### config.mk
export PLATFORM = sky130hd
export DESIGN_NAME = hazard_stall_ctrl_flat
export DESIGN_NICKNAME = d
export VERILOG_FILES = /design/src/rtl/hazard_stall_ctrl_if.sv /design/src/rtl/hazard_stall_ctrl.sv /design/src/flat_wrapper.sv
export SDC_FILE = /design/constraint.sdc
export NUM_CORES = 1
export LEC_CHECK = 0
export ABC_CLOCK_PERIOD_IN_PS = 3590
export CAP_MARGIN = 10
export CORE_MARGIN = 2
export CORE_UTILIZATION = 27
export CTS_CLUSTER_SIZE = 40
export DETAILED_ROUTE_END_ITERATION = 8
export GPL_ROUTABILITY_DRIVEN = 0
export MAX_ROUTING_LAYER = met4
export PLACE_DENSITY = 0.89
export SLEW_MARGIN = 25
export SYNTH_ARGS = -nofsm -noshare
export SYNTH_HDL_FRONTEND = slang
export SYNTH_SLANG_ARGS = --single-unit
### constraint.sdc
create_clock -name clk -period 3.59 [get_ports clk]
set_input_delay 1.077 -clock clk [delete_from_list [all_inputs] [get_ports clk]]
set_output_delay 1.077 -clock clk [all_outputs]
set_load 0.1 [all_outputs]
### src/rtl/hazard_stall_ctrl_if.sv
// rtl/hazard_stall_ctrl_if.sv - pipeline-side signal bundle for hazard_stall_ctrl
// master = pipeline/datapath side, slave = the stall controller.
interface hazard_stall_ctrl_if #(
  parameter int REG_AW = 5,
  parameter int CNT_W  = 16
);
  logic [REG_AW-1:0] ifid_rs1;
  logic [REG_AW-1:0] ifid_rs2;
  logic              ifid_rs1_used;
  logic              ifid_rs2_used;
  logic [REG_AW-1:0] idex_rd;
  logic              idex_memread;
  logic              idex_regwrite;
  logic              branch_taken;
  logic              mem_busy;
  logic              pc_write;
  logic              ifid_write;
  logic              idex_bubble;
  logic              ifid_flush;
  logic              stall;
  logic              freeze;
  logic [1:0]        state;
  logic [CNT_W-1:0]  stall_cycles;
  logic [CNT_W-1:0]  freeze_cycles;
  logic [CNT_W-1:0]  flush_count;

  modport master (
    output ifid_rs1, ifid_rs2, ifid_rs1_used, ifid_rs2_used,
           idex_rd, idex_memread, idex_regwrite, branch_taken, mem_busy,
    input  pc_write, ifid_write, idex_bubble, ifid_flush, stall, freeze,
           state, stall_cycles, freeze_cycles, flush_count
  );

  modport slave (
    input  ifid_rs1, ifid_rs2, ifid_rs1_used, ifid_rs2_used,
           idex_rd, idex_memread, idex_regwrite, branch_taken, mem_busy,
    output pc_write, ifid_write, idex_bubble, ifid_flush, stall, freeze,
           state, stall_cycles, freeze_cycles, flush_count
  );
endinterface

### src/rtl/hazard_stall_ctrl.sv
// rtl/hazard_stall_ctrl.sv - load-use hazard / stall / flush / freeze controller with load-latency scoreboard
// Optional performance counters are built only when HAZARD_PERF_CNT_EN is defined.
module hazard_stall_ctrl #(
  parameter int REG_AW   = 5,
  parameter int LOAD_LAT = 1,
  parameter int CNT_W    = 16
) (
  input  logic               clk,
  input  logic               reset,
  hazard_stall_ctrl_if.slave hz
);
  localparam int SB_D = (LOAD_LAT > 1) ? LOAD_LAT - 1 : 1;

  typedef enum logic [1:0] {
    ST_RUN        = 2'd0,
    ST_LOAD_STALL = 2'd1,
    ST_FREEZE     = 2'd2
  } state_e;

  state_e            state_q;
  logic [SB_D-1:0]   sb_v_q;
  logic [REG_AW-1:0] sb_rd_q [SB_D];
  logic              ld_ex;
  logic              m1, m2, hazard;

  assign ld_ex = hz.idex_memread & hz.idex_regwrite & (hz.idex_rd != '0);

  // Older loads still in flight sit in the scoreboard; it advances only when memory is ready.
  generate
    if (LOAD_LAT > 1) begin : g_sb
      always_ff @(posedge clk) begin
        if (reset) begin
          sb_v_q <= '0;
          for (int k = 0; k < SB_D; k++) sb_rd_q[k] <= '0;
        end else if (!hz.mem_busy) begin
          sb_v_q[0]  <= ld_ex;
          sb_rd_q[0] <= hz.idex_rd;
          for (int k = 1; k < SB_D; k++) begin
            sb_v_q[k]  <= sb_v_q[k-1];
            sb_rd_q[k] <= sb_rd_q[k-1];
          end
        end
      end
    end else begin : g_no_sb
      assign sb_v_q = '0;
      assign sb_rd_q[0] = '0;
    end
  endgenerate

  always_comb begin
    m1 = ld_ex && (hz.idex_rd == hz.ifid_rs1);
    m2 = ld_ex && (hz.idex_rd == hz.ifid_rs2);
    for (int k = 0; k < SB_D; k++) begin
      m1 = m1 | (sb_v_q[k] && (sb_rd_q[k] == hz.ifid_rs1));
      m2 = m2 | (sb_v_q[k] && (sb_rd_q[k] == hz.ifid_rs2));
    end
    m1 = m1 && (hz.ifid_rs1 != '0);
    m2 = m2 && (hz.ifid_rs2 != '0);
    hazard = (hz.ifid_rs1_used & m1) | (hz.ifid_rs2_used & m2);
  end

  always_comb begin
    hz.pc_write    = 1'b1;
    hz.ifid_write  = 1'b1;
    hz.idex_bubble = 1'b0;
    hz.ifid_flush  = 1'b0;
    hz.stall       = 1'b0;
    hz.freeze      = 1'b0;
    if (reset) begin
      hz.pc_write = 1'b1;
    end else if (hz.mem_busy) begin
      // A branch during freeze is dropped; EX holds and re-presents it afterwards.
      hz.freeze     = 1'b1;
      hz.pc_write   = 1'b0;
      hz.ifid_write = 1'b0;
    end else if (hz.branch_taken) begin
      hz.ifid_flush  = 1'b1;
      hz.idex_bubble = 1'b1;
    end else if (hazard) begin
      hz.stall       = 1'b1;
      hz.pc_write    = 1'b0;
      hz.ifid_write  = 1'b0;
      hz.idex_bubble = 1'b1;
    end
  end

  always_ff @(posedge clk) begin
    if (reset) begin
      state_q <= ST_RUN;
    end else begin
      case (state_q)
        ST_RUN, ST_LOAD_STALL, ST_FREEZE: begin
          if (hz.freeze)     state_q <= ST_FREEZE;
          else if (hz.stall) state_q <= ST_LOAD_STALL;
          else               state_q <= ST_RUN;
        end
        default: state_q <= ST_RUN;
      endcase
    end
  end

  assign hz.state = state_q;

`ifdef HAZARD_PERF_CNT_EN
  localparam logic [CNT_W-1:0] CNT_MAX = '1;
  logic [CNT_W-1:0] stall_cycles_q, freeze_cycles_q, flush_count_q;

  always_ff @(posedge clk) begin
    if (reset) begin
      stall_cycles_q  <= '0;
      freeze_cycles_q <= '0;
      flush_count_q   <= '0;
    end else begin
      if (hz.stall && stall_cycles_q != CNT_MAX)       stall_cycles_q  <= stall_cycles_q + 1'b1;
      if (hz.freeze && freeze_cycles_q != CNT_MAX)     freeze_cycles_q <= freeze_cycles_q + 1'b1;
      if (hz.ifid_flush && flush_count_q != CNT_MAX)   flush_count_q   <= flush_count_q + 1'b1;
    end
  end

  assign hz.stall_cycles  = stall_cycles_q;
  assign hz.freeze_cycles = freeze_cycles_q;
  assign hz.flush_count   = flush_count_q;
`else
  assign hz.stall_cycles  = '0;
  assign hz.freeze_cycles = '0;
  assign hz.flush_count   = '0;
`endif
endmodule

### src/flat_wrapper.sv
// flat-port wrapper written by rule: the top's interface ports become plain ports
module hazard_stall_ctrl_flat 
#(
  parameter int REG_AW   = 5,
  parameter int LOAD_LAT = 1,
  parameter int CNT_W    = 16
)
  (clk, reset, hz_ifid_rs1, hz_ifid_rs2, hz_ifid_rs1_used, hz_ifid_rs2_used, hz_idex_rd, hz_idex_memread, hz_idex_regwrite, hz_branch_taken, hz_mem_busy, hz_pc_write, hz_ifid_write, hz_idex_bubble, hz_ifid_flush, hz_stall, hz_freeze, hz_state, hz_stall_cycles, hz_freeze_cycles, hz_flush_count);
  hazard_stall_ctrl_if #(.REG_AW(REG_AW), .CNT_W(CNT_W)) hz_i ();
  input  logic clk;
  input  logic reset;
  input wire logic [$bits(hz_i.ifid_rs1)-1:0] hz_ifid_rs1;
  input wire logic [$bits(hz_i.ifid_rs2)-1:0] hz_ifid_rs2;
  input wire logic [$bits(hz_i.ifid_rs1_used)-1:0] hz_ifid_rs1_used;
  input wire logic [$bits(hz_i.ifid_rs2_used)-1:0] hz_ifid_rs2_used;
  input wire logic [$bits(hz_i.idex_rd)-1:0] hz_idex_rd;
  input wire logic [$bits(hz_i.idex_memread)-1:0] hz_idex_memread;
  input wire logic [$bits(hz_i.idex_regwrite)-1:0] hz_idex_regwrite;
  input wire logic [$bits(hz_i.branch_taken)-1:0] hz_branch_taken;
  input wire logic [$bits(hz_i.mem_busy)-1:0] hz_mem_busy;
  output wire logic [$bits(hz_i.pc_write)-1:0] hz_pc_write;
  output wire logic [$bits(hz_i.ifid_write)-1:0] hz_ifid_write;
  output wire logic [$bits(hz_i.idex_bubble)-1:0] hz_idex_bubble;
  output wire logic [$bits(hz_i.ifid_flush)-1:0] hz_ifid_flush;
  output wire logic [$bits(hz_i.stall)-1:0] hz_stall;
  output wire logic [$bits(hz_i.freeze)-1:0] hz_freeze;
  output wire logic [$bits(hz_i.state)-1:0] hz_state;
  output wire logic [$bits(hz_i.stall_cycles)-1:0] hz_stall_cycles;
  output wire logic [$bits(hz_i.freeze_cycles)-1:0] hz_freeze_cycles;
  output wire logic [$bits(hz_i.flush_count)-1:0] hz_flush_count;
  assign hz_i.ifid_rs1 = hz_ifid_rs1;
  assign hz_i.ifid_rs2 = hz_ifid_rs2;
  assign hz_i.ifid_rs1_used = hz_ifid_rs1_used;
  assign hz_i.ifid_rs2_used = hz_ifid_rs2_used;
  assign hz_i.idex_rd = hz_idex_rd;
  assign hz_i.idex_memread = hz_idex_memread;
  assign hz_i.idex_regwrite = hz_idex_regwrite;
  assign hz_i.branch_taken = hz_branch_taken;
  assign hz_i.mem_busy = hz_mem_busy;
  assign hz_pc_write = hz_i.pc_write;
  assign hz_ifid_write = hz_i.ifid_write;
  assign hz_idex_bubble = hz_i.idex_bubble;
  assign hz_ifid_flush = hz_i.ifid_flush;
  assign hz_stall = hz_i.stall;
  assign hz_freeze = hz_i.freeze;
  assign hz_state = hz_i.state;
  assign hz_stall_cycles = hz_i.stall_cycles;
  assign hz_freeze_cycles = hz_i.freeze_cycles;
  assign hz_flush_count = hz_i.flush_count;
  hazard_stall_ctrl #(.REG_AW(REG_AW), .LOAD_LAT(LOAD_LAT), .CNT_W(CNT_W)) u_core (.clk(clk), .reset(reset), .hz(hz_i));
endmodule
**Yosys cells after proc, flatten, opt, wreduce, memory -nomap -nowiden**

Cells that the tools add are included.

- Equality and inequality tests: 4
- Mux-type cells: 18
- Bitwise gates (word level): 6
- Reduce and logical (&&, ||, !) cells: 11

Operators with widths:

| operator | number |
|---|---|
| $mux W1 | 17 |
| $reduce_bool A5 Y1 | 3 |
| $eq A5 B5 Y1 | 2 |
| $reduce_or A3 Y1 | 2 |
| $and A1 B1 Y1 | 4 |
| $logic_and A1 B1 Y1 | 4 |
| $eq A2 B1 Y1 const B | 1 |
| $eq A2 B2 Y1 const B | 1 |
| $logic_not A2 Y1 | 1 |
| $mux W2 | 1 |
| $reduce_or A2 Y1 | 1 |
| $not A1 Y1 | 1 |
| $or A1 B1 Y1 | 1 |

- Register bits after elaboration: 2
- Input bits: 23
- Output and inout port bits: 56

**Depth between registers and ports, before layout**

Gate-level depths: netlist (run 1).

- Depth in word-level cells: 12
- Mapped depth: 6
- Mapped depth without buffers: 5

**Least setup slack after synthesis (run 1)**

OpenSTA, ideal clock, no wires.

- Path kind: input to output
- From: in hz_idex_rd[2]
- To: out hz_idex_bubble
- Arrival time: 3.831 ns
- Data required time: 2.513 ns
- Setup slack: -1.318 ns
- Cell stages on the path: 5
- Path buffers: 0
- Cells stage by stage: xnor2_1 > nand3_1 > nor4_1 > nor2_1 > a21boi_0

- Word-level cells in the longest chain between the ends: 10
- Elaborated cells on any way between the ends: 15

RTL lines:

| element | RTL line | source |
|---|---|---|
| start, declared | flat_wrapper.sv:16 | `input wire logic [$bits(hz_i.idex_rd)-1:0] hz_idex_rd;` |
| $reduce_bool A5 Y1 | hazard_stall_ctrl.sv:26 | `assign ld_ex = hz.idex_memread & hz.idex_regwrite & (hz.idex_rd != '0);` |
| $and A1 B1 Y1 | hazard_stall_ctrl.sv:26 |  |
| $logic_and A1 B1 Y1 (on tied branches) | hazard_stall_ctrl.sv:51, hazard_stall_ctrl.sv:52 |  |
| $logic_and A1 B1 Y1 (on tied branches) | hazard_stall_ctrl.sv:57, hazard_stall_ctrl.sv:58 |  |
| $and A1 B1 Y1 | hazard_stall_ctrl.sv:59 | `hazard = (hz.ifid_rs1_used & m1) \| (hz.ifid_rs2_used & m2);` |
| $or A1 B1 Y1 (*) | hazard_stall_ctrl.sv:59 |  |
| $mux W1 (*) | hazard_stall_ctrl.sv:79 | `end else if (hazard) begin` |
| $mux W1 (*) | hazard_stall_ctrl.sv:76 | `end else if (hz.branch_taken) begin` |
| $mux W1 (*) | hazard_stall_ctrl.sv:71 | `end else if (hz.mem_busy) begin` |
| $mux W1 (*) | hazard_stall_ctrl.sv:69 | `if (reset) begin` |
| end, declared | flat_wrapper.sv:23 | `output wire logic [$bits(hz_i.idex_bubble)-1:0] hz_idex_bubble;` |

Mark *: on every way between the ends. The rest lies on a longest branch, timed or not.

**Worst setup path after layout (run 1)**

- From: in hz_idex_rd[1]
- To: out hz_stall

- Word-level cells in the longest chain between the ends: 10
- Elaborated cells on any way between the ends: 15

RTL lines:

| element | RTL line | source |
|---|---|---|
| $reduce_bool A5 Y1 | hazard_stall_ctrl.sv:26 |  |
| $and A1 B1 Y1 | hazard_stall_ctrl.sv:26 |  |
| $logic_and A1 B1 Y1 (on tied branches) | hazard_stall_ctrl.sv:51, hazard_stall_ctrl.sv:52 |  |
| $logic_and A1 B1 Y1 (on tied branches) | hazard_stall_ctrl.sv:57, hazard_stall_ctrl.sv:58 |  |
| $and A1 B1 Y1 | hazard_stall_ctrl.sv:59 |  |
| $or A1 B1 Y1 (*) | hazard_stall_ctrl.sv:59 |  |
| $mux W1 (*) | hazard_stall_ctrl.sv:79 |  |
| $mux W1 (*) | hazard_stall_ctrl.sv:76 |  |
| $mux W1 (*) | hazard_stall_ctrl.sv:71 |  |
| $mux W1 (*) | hazard_stall_ctrl.sv:69 |  |
| end, declared | flat_wrapper.sv:25 | `output wire logic [$bits(hz_i.stall)-1:0] hz_stall;` |

Marks and branches as above.

==> reports/results.ini, run 1 <==
[power_and_ir_drop]
ir_drop_uv=197
powerDensity_nw_per_um2=372
power.internal_uw=112
clkPwrFrac_pct=12.5
power.switching_uw=286
leakagePower_nw=0.542
pwr-share-comb_pct=81.6
pwr-share-seq_pct=5.9
swShare_pct=71.8
totalPowerFinal_uw=398

[floorplanning]
core_um2=2410
die_w_um=53.8
die_h_um=53.8
die_area_um2=2890
pin_count=79
rows=18
initial_core_util_pct=27.8

[critical_path]
worstReg2RegStart=u_core.hz.state[0]$_SDFF_PP0_
crit_path_frequent_cell=buf_4
end_kind=output port
required_ns=2.51
arrival_ns=2.55
crit_slowest_cell=or4_4
crit_type=input pin to output port
r2r_cells=2
crit_path_end=hz_stall
slowest_delay_ns=0.53
critPathLaunch=hz_idex_rd[1]
path_cells=buf_6, or4_4, o211ai_4, buf_4, buf_4, nor2_1, and3_4, buf_12
cp.buffers_inverters=4
path_delay_family=simple AND/OR/NAND/NOR gates
reg2reg_to=u_core.hz.state[0]$_SDFF_PP0_
crit_path_start_kind=input pin
r2r_setup_slack_ns=2.91
worst-path-stages=8
cp_max_fo=3

[route]
ant_nets=0
drt_iter0_drc=6
post_drt_wl_per_cell_um=8.86
vias_per_cell=3.66
drcViolationCount=0
vias=615
first_pass_iters=4
finalWirelength_um=1490

[global_route]
antenna_found_initial=0
grt_usage_pct=11.0
grt_pass1_vias=543
grt_max_degree=5
grt_overflow_total=0
grt_first_pass_wirelength_um=2180

[clock_tree]
path_clk_slew_ns=0.03
cts_made_buffers=3
clk_latency_ns=0.22
tritoncts=done
root_buffer=clkbuf_4
cts_sinks=2
cts_htree_levels=1
cts_max_path_buffers=2

[timing]
report.final.slew_viol_count=0
skew_ns=0.00217
period_minus_slack_ns=3.63
rsz0062_at_grt=yes
final-hold-violation-count=0
setup_tns_ns=-0.0691
max_freq_mhz=276
worst_slack_ns=-0.0367
setup_viol=3
final.period_utilization_pct=101
hold_slack_ns=0.460

[cells_and_area]
nets=163
instances_no_fill=168
diodes=0
design_area_um2=1070
fin_util_pct=44.4
drive_gt1_share_pct=39.1
syn2layout_area_growth_pct=60.0
largest_register_ffs=2

[yosys]
synth_ff_type=dfxtp_1
synth.cell_area_um2=669
synth_edf_count=0
yosysMostFrequentCell=buf_4
ys_ff_latch=2
synth_top_area_share_pct=55.0
postSynthCellCount=91
ys_types=22
ys_warn_count=0
synth_top_area_cell=buf_4
netlist_top_cells_count=buf_4 (49), xnor2_1 (8), inv_1 (4), nand3_1 (4)
yosys-top-cells-area=buf_4 (55%), xnor2_1 (10%), dfxtp_1 (6.0%), nand3_1 (3.0%), a21oi_1 (2.2%)
ys_seq_area_share_pct=5.98
avgSynthCellArea_um2=7.36
async_flop_share_pct=0

[outcome]
status=finished with violations
violations=negative setup slack

[hold_path]
hold_depth=1
hold_class=flop to flop

[placed_design]
dp_cells=162
dpl_cell_area_um2=976
dp_slack_ns=-0.412
port_buffers=30

[run]
maxCapViolCount=0

==> cells in the final DEF, fill, tap and decap left out, drive strengths merged, types with 2 or more instances in the layout <==
cell           Yosys  layout
clkdlybuf4s15      0       3
buf               49      30
nand3              4       4
xnor2              8       8
inv                4       4
dfxtp              2       2
a21oi              3       3
nor4               2       2
clkdlybuf4s50      0       5
or4                3       3
nand2b             2       2
conb               1      48
clkbuf             0       6
dlygate4sd2        0       5
nor2               3       3
==> worst min-delay path by stage <==
stage / startpoint / end / slack, ns
2_1_floorplan: u_core.hz.state[1]$_SDFF_PP0_ / u_core.hz.state[1]$_SDFF_PP0_ / 0.90
3_3_place_gp: u_core.hz.state[1]$_SDFF_PP0_ / u_core.hz.state[1]$_SDFF_PP0_ / 0.45
3_5_place_dp: u_core.hz.state[0]$_SDFF_PP0_ / u_core.hz.state[1]$_SDFF_PP0_ / 0.46
4_1_cts: u_core.hz.state[0]$_SDFF_PP0_ / u_core.hz.state[1]$_SDFF_PP0_ / 0.47
5_1_grt: u_core.hz.state[0]$_SDFF_PP0_ / u_core.hz.state[1]$_SDFF_PP0_ / 0.49
6_report: u_core.hz.state[1]$_SDFF_PP0_ / u_core.hz.state[1]$_SDFF_PP0_ / 0.46
==> layer usage <==
metal / up-vias / track usage [%] / share of wire (%)
li1: 295 / - / -
met1: 270 / 8.97 / 31
met2: 50 / 22.6 / 55
met3: 0 / 3.89 / 14
met4: 0 / 2.56 / 0
met5: - / - / 0
==> cell type report <==
class	count	area (µm²)
clock buffers	3	22.5
fillers	250	1340
inverters	4	15.0
multi-input cells	83	514
flip-flops and latches	2	40.0
well taps	30	37.5
repair buffers	46	442
==> power by group through the flow <==
stage | Combinational (mW) | Clock [mW] | Sequential (mW)
floorplan | 0.297 | 0 | 0.0282
global placement | 0.316 | 0 | 0.0237
detailed placement | 0.318 | 0 | 0.0238
CTS | 0.320 | 0.0530 | 0.0235
global route | 0.335 | 0.0572 | 0.0235
finish | 0.325 | 0.0497 | 0.0234
==> cells by family after synthesis <==
logic type | after synthesis | share of synthesized area, %
xor+xnor | 8 | 10.5
simple gates | 20 | 18.1
flops | 2 | 5.98
buf+inv | 53 | 57.2
other cells | 1 | 0.560
compound gates | 7 | 7.66
==> what timing repair did <==
item / CTS / global route
gates resized for setup: 49 / 13
endpoints found under the setup margin: 4 / 4
pin swaps: 13 / 11
hold buffers: 0 / 0
buffers inserted: 2 / 1
Power figures use the tool's default switching activity.
==> run 2, diff against run 1 <==
CAP_MARGIN = default   (was 10)
PLACE_DENSITY = default   (was 0.89)
PLACE_DENSITY_LB_ADDON = 0.3   (was default)
==> reports/results.ini, run 2 (same netlist as run 1, synthesis figures left out) <==
[cells_and_area]
diodes=0
syn2layout_area_growth_pct=49.9
instances_no_fill=164
largest_register_ffs=2
layout_commonest_cell=conb_1
mostFrequentLayoutCells=conb_1 (48), buf_4 (14), clkbuf_2 (7), buf_12 (6)
nets=159
drive_gt1_share_pct=38.8

[critical_path]
required_ns=2.51
arrival_ns=2.55
end_kind=output port
cp_max_fo=3
critPathLaunch=hz_idex_rd[2]
crit_path_start_kind=input pin
worstReg2RegStart=u_core.hz.state[1]$_SDFF_PP0_
crit_type=input pin to output port

[power_and_ir_drop]
powerDensity_nw_per_um2=391
totalPowerFinal_uw=392
power.internal_uw=109
ir_drop_uv=199
swShare_pct=72.1
leakagePower_nw=0.529
pwr-share-seq_pct=6.0
pwr-share-comb_pct=81.4
power.switching_uw=283
clkPwrFrac_pct=12.6

[global_route]
use_met1_pct=9.30
grt_pass1_vias=480
grt_usage_pct=9.36
grt_overflow_total=0
grt_max_degree=5
antenna_found_initial=0
met2_usage_pct=17.1
met3_usage_pct=2.50
grt_first_pass_wirelength_um=1900
busiest_layer=met2

[clock_tree]
cts_max_path_buffers=2
path_clk_slew_ns=0.03
cts_sinks=2
tritoncts=done
cts_htree_levels=1
cts_hold_buf=0
cts_made_buffers=3
root_buffer=clkbuf_4
clk_latency_ns=0.22
post_cts_buffers=0

[route]
drt_iter0_drc=2
ant_nets=0
finalWirelength_um=1440
post_drt_wl_per_cell_um=8.80
drcViolationCount=0
vias=590
first_pass_iters=2
vias_per_cell=3.60

[outcome]
violations=negative setup slack
status=finished with violations

[timing]
rsz0062_at_grt=yes
setup_viol=2
skew_ns=0.00145
worst_slack_ns=-0.0341
final-hold-violation-count=0
final.period_utilization_pct=101
period_minus_slack_ns=3.62
max_freq_mhz=276
report.final.slew_viol_count=0

[placed_design]
hpwlAfterDp_um=1210
dp_cells=161
dp_slack_ns=-0.371
port_buffers=30

[floorplanning]
pin_count=79
die_area_um2=2890
initial_core_util_pct=27.8
die_w_um=53.8
core_um2=2410
rows=18
die_h_um=53.8

[hold_path]
hold_class=flop to flop
min_from=u_core.hz.state[0]$_SDFF_PP0_

[run]
maxCapViolCount=0

==> run 2: cell types whose count changed in the layout (fill, tap and decap cells not counted), moves of 2 or more <==
cell,change
clkbuf_2,+4
nor4_1,+2
xnor2_2,+3
xnor2_1,-3
buf_4,-3
clkdlybuf4s15_1,-2
==> run 2: power by group through the flow <==
stage,clock network [mW],logic [mW],registers (mW)
CTS,0.0525,0.315,0.0235
finish,0.0495,0.319,0.0235
floorplan,0,0.297,0.0282
global placement,0,0.316,0.0237
global route,0.0549,0.328,0.0236
detailed placement,0,0.316,0.0238
==> run 2: critical path, cell delays in order <==
cell and delay, ns:
buf_6 0.09, or4_4 0.53, o211ai_4 0.21, nor4_1 0.08, nor2_1 0.15, o31a_2 0.22
buf_12 0.19
==> run 2: through the flow <==
stage          util (%)  hold WS [ns]  setup TNS [ns]  area, µm²
6_report           41.6         0.463         -0.0677       1000
5_1_grt            41.6         0.508          -0.172       1000
4_1_cts            41.5         0.458          -0.133       1000
3_5_place_dp       40.2         0.458           -1.32        968
3_3_place_gp       40.2         0.445           -1.23        968
2_1_floorplan         -         0.903          -0.905        853
==> run 2: layer usage <==
| layer | share of wire (%) | routed length (µm) |
|---|---|---|
| met1 | 31 | 448 |
| met2 | 55 | 791 |
| met3 | 14 | 203 |
| met4 | 0 | 0 |
| met5 | 0 | 0 |
==> run 2: final cells by class <==
class	count	area [µm²]
fill	253	1410
multi-input combinational	83	500
timing repair buffer	42	388
sequential	2	40.0
tap	30	37.5
clock buffer	3	22.5
inverter	4	15.0
==> run 2: final timing paths <==
path                                   endpoint  slack [ns]  cells past startpoint
setup / recovery                  hz_ifid_write       -0.03                      7
hold / removal    u_core.hz.state[1]$_SDFF_PP0_        0.46                      1
setup reg to reg  u_core.hz.state[0]$_SDFF_PP0_        2.90                      2
hold reg to reg   u_core.hz.state[1]$_SDFF_PP0_        0.46                      1
==> run 2: what timing repair did <==
action / in CTS / in global routing
pin swaps: 12 / 11
endpoints found under the hold margin: 0 / 0
resized for setup: 46 / 17
setup endpoints to repair: 4 / 4
==> run 3, diff against run 2 <==
CTS_BUF_LIST = sky130_fd_sc_hd__clkbuf_4 sky130_fd_sc_hd__clkbuf_8   (was default)
TNS_END_PERCENT = 20   (was default)
==> reports/results.ini, run 3 (same netlist as run 1, synthesis figures left out) <==
[cells_and_area]
mostFrequentLayoutCells=conb_1 (48), buf_4 (13), buf_12 (6)
nets=159
register_area_um2=40.0
syn2layout_area_growth_pct=57.6
nFillCells=256
layout_commonest_cell=conb_1
multiInputGateArea_um2=523
instances_no_fill=164
drive_gt1_share_pct=38.1
diodes=0
largest_register_ffs=2
fin_util_pct=43.8

[critical_path]
crit_type=input pin to output port
arrival_ns=2.55
crit_path_start_kind=input pin
end_kind=output port
required_ns=2.51
cp_max_fo=3

[route]
drt_iter0_drc=3
first_pass_iters=2
vias_per_cell=3.66
ant_nets=0
vias=600
finalWirelength_um=1500
drcViolationCount=0
post_drt_wl_per_cell_um=9.13

[timing]
setup_viol=3
report.final.slew_viol_count=0
rsz0062_at_grt=yes
max_freq_mhz=276
period_minus_slack_ns=3.63
worst_slack_ns=-0.0393
skew_ns=0.00150
final.period_utilization_pct=101
final-hold-violation-count=0

[clock_tree]
cts_sinks=2
tritoncts=done
cts_max_path_buffers=2
path_clk_slew_ns=0.03
root_buffer=clkbuf_4
clk_latency_ns=0.22
cts_made_buffers=3
cts_hold_buf=0
cts_htree_levels=1

[floorplanning]
die_area_um2=2890
pin_count=79
rows=18
die_h_um=53.8
die_w_um=53.8
initial_core_util_pct=27.8
core_um2=2410

[global_route]
grt_max_degree=5
antenna_found_initial=0
grt_pass1_vias=534
grt_first_pass_wirelength_um=2100
grt_overflow_total=0
grt_usage_pct=10.2

[outcome]
status=finished with violations
violations=negative setup slack

[power_and_ir_drop]
leakagePower_nw=0.535
power.switching_uw=286
ir_drop_uv=236
swShare_pct=72.0
power.internal_uw=111
clkPwrFrac_pct=12.5
pwr-share-seq_pct=5.9
pwr-share-comb_pct=81.6
powerDensity_nw_per_um2=376

[placed_design]
port_buffers=30
dp_cells=160
hpwlAfterDp_um=1190

[run]
maxCapViolCount=0

[hold_path]
hold_class=flop to flop

run 3: worst max-delay path, stage by stage:
cell      delay (ns)
buf_6           0.09
or4_4           0.53
o211ai_4        0.22
nor4_2          0.08
nor2_1          0.15
o31a_2          0.21
buf_12          0.18
run 3: final cells by class:
class,count,area share [%]
Clock buffer,3,2.14
Inverter,4,1.42
Multi-Input combinational cell,83,49.6
Sequential cell,2,3.80
Tap cell,30,3.56
Timing Repair Buffer,42,39.5
run 3: power groups by stage:
stage	clock [mW]	sequential, mW	combinational (mW)
5_1_grt	0.0562	0.0236	0.334
2_1_floorplan	0	0.0282	0.297
3_5_place_dp	0	0.0238	0.315
6_report	0.0494	0.0235	0.324
3_3_place_gp	0	0.0237	0.315
4_1_cts	0.0529	0.0235	0.318
run 3: timing repair:
action,4_1_cts,5_1_grt
pin swaps,13,12
resized for setup,46,17
gates cloned,0,0
setup buffers,1,0
endpoints found under the setup margin,4,4
run 3: metal layers:
metal / wire length [µm] / track usage [%] / part of all wire (%)
met1: 520 / 10.4 / 35
met2: 809 / 17.9 / 54
met3: 168 / 3.89 / 11
met4: 0 / 3.42 / 0
met5: 0 / - / 0
run 3: worst paths after layout:
path	cells after the start	slack, ns	to	start
worst min-delay path	1	0.46	u_core.hz.state[1]$_SDFF_PP0_	u_core.hz.state[0]$_SDFF_PP0_
worst max register to register	2	2.89	u_core.hz.state[0]$_SDFF_PP0_	u_core.hz.state[1]$_SDFF_PP0_
worst min register to register	1	0.46	u_core.hz.state[1]$_SDFF_PP0_	u_core.hz.state[0]$_SDFF_PP0_
worst max-delay path	7	-0.04	hz_pc_write	hz_idex_rd[1]
run 3: metrics by stage:
| step | hold slack (ns) | cell area, µm² | setup TNS [ns] | worst slack [ns] | total power, mW |
|---|---|---|---|---|---|
| 6_report | 0.461 | 1050 | -0.0806 | -0.0393 | 0.397 |
| 5_1_grt | 0.500 | 1050 | -0.317 | -0.0935 | 0.413 |
| 4_1_cts | 0.460 | 1020 | -0.171 | -0.0781 | 0.394 |
| 3_5_place_dp | 0.458 | 960 | -1.30 | -0.364 | 0.339 |
| 3_3_place_gp | 0.447 | 960 | -1.28 | -0.366 | 0.338 |
| 2_1_floorplan | 0.903 | 852 | -0.922 | -0.579 | 0.326 |
